==> src/rtl/hazard_ctrl.sv <==
// hazard_ctrl: pipeline hazard sequencer - load-use bubbles, memory-wait freeze,
// branch flushes and a watchdog that aborts memory accesses that never acknowledge.
module hazard_ctrl #(
    parameter int CNT_W    = 8,
    parameter int MAX_WAIT = 255
) (
    input  logic       clk_i,
    input  logic       rst_i,
    input  logic [4:0] id_rs1_i,
    input  logic [4:0] id_rs2_i,
    input  logic       id_use_rs1_i,
    input  logic       id_use_rs2_i,
    input  logic [4:0] ex_rd_i,
    input  logic       ex_is_load_i,
    input  logic       mem_req_i,
    input  logic       mem_ack_i,
    input  logic       mem_err_i,
    input  logic       branch_taken_i,
    output logic       stall_if_o,
    output logic       stall_id_o,
    output logic       stall_ex_o,
    output logic       stall_mem_o,
    output logic       bubble_ex_o,
    output logic       bubble_wb_o,
    output logic       flush_id_o,
    output logic       flush_ex_o,
    output logic       flush_mem_o,
    output logic       mem_fault_o
);
    typedef enum logic [1:0] {RUN, WAIT, FAULT} state_t;

    state_t           state, state_nx;
    logic [CNT_W-1:0] cnt, cnt_nx, cnt_inc;
    logic             lu, mwait, merr;

    assign lu = ex_is_load_i && ex_rd_i != 5'd0 &&
                ((id_use_rs1_i && id_rs1_i == ex_rd_i) || (id_use_rs2_i && id_rs2_i == ex_rd_i));
    assign mwait   = mem_req_i & ~mem_ack_i & ~mem_err_i;
    assign merr    = mem_req_i & mem_err_i;
    assign cnt_inc = cnt + 1'b1;

    always_ff @(posedge clk_i) begin
        if (rst_i) begin
            state <= RUN;
            cnt   <= '0;
        end else begin
            state <= state_nx;
            cnt   <= cnt_nx;
        end
    end

    always_comb begin
        state_nx    = RUN;
        cnt_nx      = '0;
        stall_if_o  = 1'b0;
        stall_id_o  = 1'b0;
        stall_ex_o  = 1'b0;
        stall_mem_o = 1'b0;
        bubble_ex_o = 1'b0;
        bubble_wb_o = 1'b0;
        flush_id_o  = 1'b0;
        flush_ex_o  = 1'b0;
        flush_mem_o = 1'b0;
        mem_fault_o = 1'b0;
        if (!rst_i) begin
            if (state == FAULT) begin
                mem_fault_o = 1'b1;
                flush_id_o  = 1'b1;
                flush_ex_o  = 1'b1;
                flush_mem_o = 1'b1;
                bubble_wb_o = 1'b1;
            end else if (mwait || merr) begin
                // a memory stall masks load-use and branch until the pipe moves again
                stall_if_o  = 1'b1;
                stall_id_o  = 1'b1;
                stall_ex_o  = 1'b1;
                stall_mem_o = 1'b1;
                bubble_wb_o = 1'b1;
                cnt_nx      = mwait ? cnt_inc : '0;
                state_nx    = (merr || cnt_inc == CNT_W'(MAX_WAIT)) ? FAULT : WAIT;
            end else if (lu) begin
                stall_if_o  = 1'b1;
                stall_id_o  = 1'b1;
                bubble_ex_o = 1'b1;
            end else if (branch_taken_i) begin
                flush_id_o  = 1'b1;
                flush_ex_o  = 1'b1;
            end
        end
    end
endmodule

==> config.mk <==
export PLATFORM = sky130hd
export DESIGN_NAME = hazard_ctrl
export DESIGN_NICKNAME = d
export VERILOG_FILES = /design/src/rtl/hazard_ctrl.sv
export SDC_FILE = /design/constraint.sdc
export NUM_CORES = 1
export LEC_CHECK = 0
export ABC_AREA = 1
export CORE_ASPECT_RATIO = 1.25
export CORE_MARGIN = 1
export CORE_UTILIZATION = 44
export DETAILED_ROUTE_END_ITERATION = 8
export PLACE_DENSITY = 0.83
export SYNTH_ARGS = -nofsm -noshare
export SYNTH_HDL_FRONTEND = slang
export SYNTH_SLANG_ARGS = --single-unit
==> constraint.sdc <==
create_clock -name clk_i -period 2.4 [get_ports clk_i]
set_input_delay 0.6 -clock clk_i [delete_from_list [all_inputs] [get_ports clk_i]]
set_output_delay 0.6 -clock clk_i [all_outputs]
set_load 0.02 [all_outputs]
==> results.py <==
metrics = {
    "sta": {
        "tightest_slew_ns": 0.262,
        "max_freq_mhz": 423,
        "fin_worst_skew_ns": 0.00986,
        "rsz0062_at_grt": "true",
        "layout_worst_path_cycle_share_pct": 98.6,
        "fin_crit_ns": 2.37,
        "finalSetupViolCount": 0,
        "drv_slew": 0,
        "hold_viol": 0,
        "relSlewSlack_pct": 82.5,
    },
    "cts": {
        "cts_tree": "built",
        "numCtsBuffers": 3,
        "clock_latency_ns": 0.27,
        "clk_pin_slew_worst_paths_ns": 0.06,
        "cts.sinks": 10,
        "postCtsHoldBufs": 0,
        "htreeDepth": 1,
        "clockRootBuffer": "clkbuf_4",
        "clk_path_buf_depth": 2,
    },
    "min_path": {
        "hold_class": "flip-flop to flip-flop",
        "holdPathEnd": "cnt[0]",
        "hold_depth": 1,
        "hold_start": "cnt[0]",
    },
    "synth": {
        "synth_common_cells": "nand2_1, nor2_1, inv_1",
        "synthFlopType": "dfxtp_1",
        "async_reset_ff_share_pct": 0,
        "syn_inst": 129,
        "avgSynthCellArea_um2": 6.00,
        "ys_seq_area_share_pct": 25.8,
        "synthMostInstantiatedCell": "nand2_1",
        "netlist_area_um2": 774,
        "syn_nets": 155,
        "synth-seq-cells": 10,
        "yosysWarnings": 0,
        "synth_top_cell_by_area": "dfxtp_1",
        "synth_edf_count": 0,
        "synth_top_area_share_pct": 25.8,
        "synthTopCellsByArea": "dfxtp_1, nand2_1, nor2_1",
        "ys_types": 20,
    },
    "power": {
        "p_int_mw": 0.321,
        "p_sw_share_pct": 27.6,
        "seqPwrFrac_pct": 38.1,
        "vdd_drop_max_mv": 0.208,
        "p_leak_nw": 0.645,
        "comb_power_share_pct": 27.5,
        "pwr_density_cell_nw_per_um2": 359,
        "switching_power_mw": 0.122,
        "p_clk_share_pct": 34.5,
    },
    "setup_path": {
        "r2r_start": "cnt[0]",
        "arrival_ns": 1.77,
        "crit_path_start_kind": "primary input",
        "rrSetupSlack_ns": 0.98,
        "path_max_fanout": 3,
        "reg2regPathDepth": 7,
        "end_kind": "primary output",
        "crit_start": "rst_i",
        "worstSetupPathType": "primary input to primary output",
        "worstPathRequired_ns": 1.80,
        "timing.rr.end": "state[0]",
    },
    "finish": {
        "post-route-util_pct": 77.1,
        "areaGrowthSynthToFinish_pct": 59.5,
        "layout-drive-gt1-share_pct": 27.6,
        "multiInputGateArea_um2": 515,
        "fillers": 128,
        "antennaDiodeCount": 0,
        "finalNetCount": 197,
        "layout.cells.non_filler": 188,
        "final_area_um2": 1230,
        "seq_area_um2": 200,
    },
    "route": {
        "vias": 911,
        "routed_via_density": 4.85,
        "wl_per_cell_um": 10.9,
        "drc_errors": 0,
        "drt_iter0_drc": 11,
        "firstDrtPassIters": 4,
        "ant_nets": 0,
        "wirelength_mm": 2.04,
    },
    "global_routing": {
        "antenna_found_initial": 0,
        "grt_max_degree": 9,
        "grt_pass1_vias": 922,
        "grt_overflow": 0,
        "grt_pass1_wl_mm": 3.40,
        "grt_usage_pct": 24.7,
    },
    "run_status": {
        "status": "complete, no violations",
    },
    "placed_design": {
        "place_inst": 181,
        "hpwl_mm": 1.59,
        "portBuffers": 33,
        "gp_congestion": 0.811,
        "placed_area_um2": 1130,
    },
    "floorplan": {
        "initial_core_util_pct": 48.4,
        "row_count": 16,
        "dieArea_um2": 1930,
        "die_h_um": 48.9,
        "io_pins": 34,
        "core_um2": 1600,
        "die_w_um": 39.5,
    },
    "run": {
        "max_cap_violations": 0,
    },
}
[placed cells by master, fill, tap and decap left out, types with 4 or more instances in the layout]
cell type / Yosys / routed
nand2_1: 35 / 32
dfxtp_1: 10 / 10
nand3_1: 7 / 6
buf_6: 0 / 4
nand2_2: 3 / 6
dlygate4sd2_1: 0 / 16
dlymetal6s2s_1: 0 / 5
o21ai_1: 1 / 4
nor2_2: 5 / 7
xor2_1: 4 / 4
buf_4: 4 / 8
inv_2: 4 / 5
clkdlybuf4s50_1: 0 / 4
inv_1: 19 / 18
nor2_1: 22 / 19
[worst max-delay path by stage]
stage                              to  slack [ns]  depth (start not counted)
after floorplan            stall_if_o        0.17                          7
after global placement     stall_id_o       -0.60                          8
after detailed placement   stall_id_o       -0.64                         10
after CTS                  flush_id_o       -0.04                          7
after global routing      mem_fault_o       -0.01                          5
final                     mem_fault_o        0.03                          5
[logic make-up after synthesis]
logic type	synth area share [%]
compound gates	5.65
simple gates	44.6
fa+ha+maj	3.23
flops	25.8
buf+inv	15.0
xor+xnor	5.65
[repair_timing]
item | in CTS | in global routing
gates resized for setup | 56 | 22
buffers inserted | 3 | 0
endpoints found under the setup margin | 10 | 10
pin swaps | 10 | 8
[registers in the layout (all words and copies together), names as in the netlist]
| name | count |
|---|---|
| cnt | 8 |
| state | 2 |
[power by group through the flow]
stage | Combinational, mW | Clock (mW) | Sequential, mW
final | 0.122 | 0.153 | 0.169
after global routing | 0.133 | 0.163 | 0.169
after CTS | 0.110 | 0.159 | 0.169
after detailed placement | 0.114 | 0 | 0.173
after global placement | 0.111 | 0 | 0.172
after floorplan | 0.0485 | 0 | 0.172
[critical path, cell delays in order]
cell,delay (ns)
clkdlybuf4s50_1,0.43
buf_4,0.15
nor2_1,0.13
buf_4,0.13
dlygate4sd2_1,0.32
[layout make-up]
class | count | area share [%]
Sequential cell | 10 | 16.2
Multi-Input combinational cell | 92 | 41.7
Tap cell | 18 | 1.82
Clock buffer | 4 | 2.94
Inverter | 23 | 6.99
Timing Repair Buffer | 41 | 30.3
[per-layer routing]
layer	share of wire (%)	vias to the layer above	track usage, %	routed length (um)
li1	-	467	-	-
met3	4.0	7	2.74	81
met5	0	-	0	0
met4	3.6	0	14.4	74
met1	34	401	21.1	685
met2	59	36	48.1	1200
[stage by stage]
| step | hold slack (ns) | setup WS (ns) | setup TNS [ns] | total power [mW] |
|---|---|---|---|---|
| after CTS | 0.499 | -0.0403 | -0.0958 | 0.437 |
| after global routing | 0.526 | -0.0141 | -0.0182 | 0.465 |
| final | 0.497 | 0.0342 | 0 | 0.443 |
| after floorplan | 0.451 | 0.170 | 0 | 0.221 |
| after global placement | 0.471 | -0.597 | -4.43 | 0.283 |
| after detailed placement | 0.487 | -0.644 | -4.66 | 0.286 |
(Power assumes the default switching activity.)
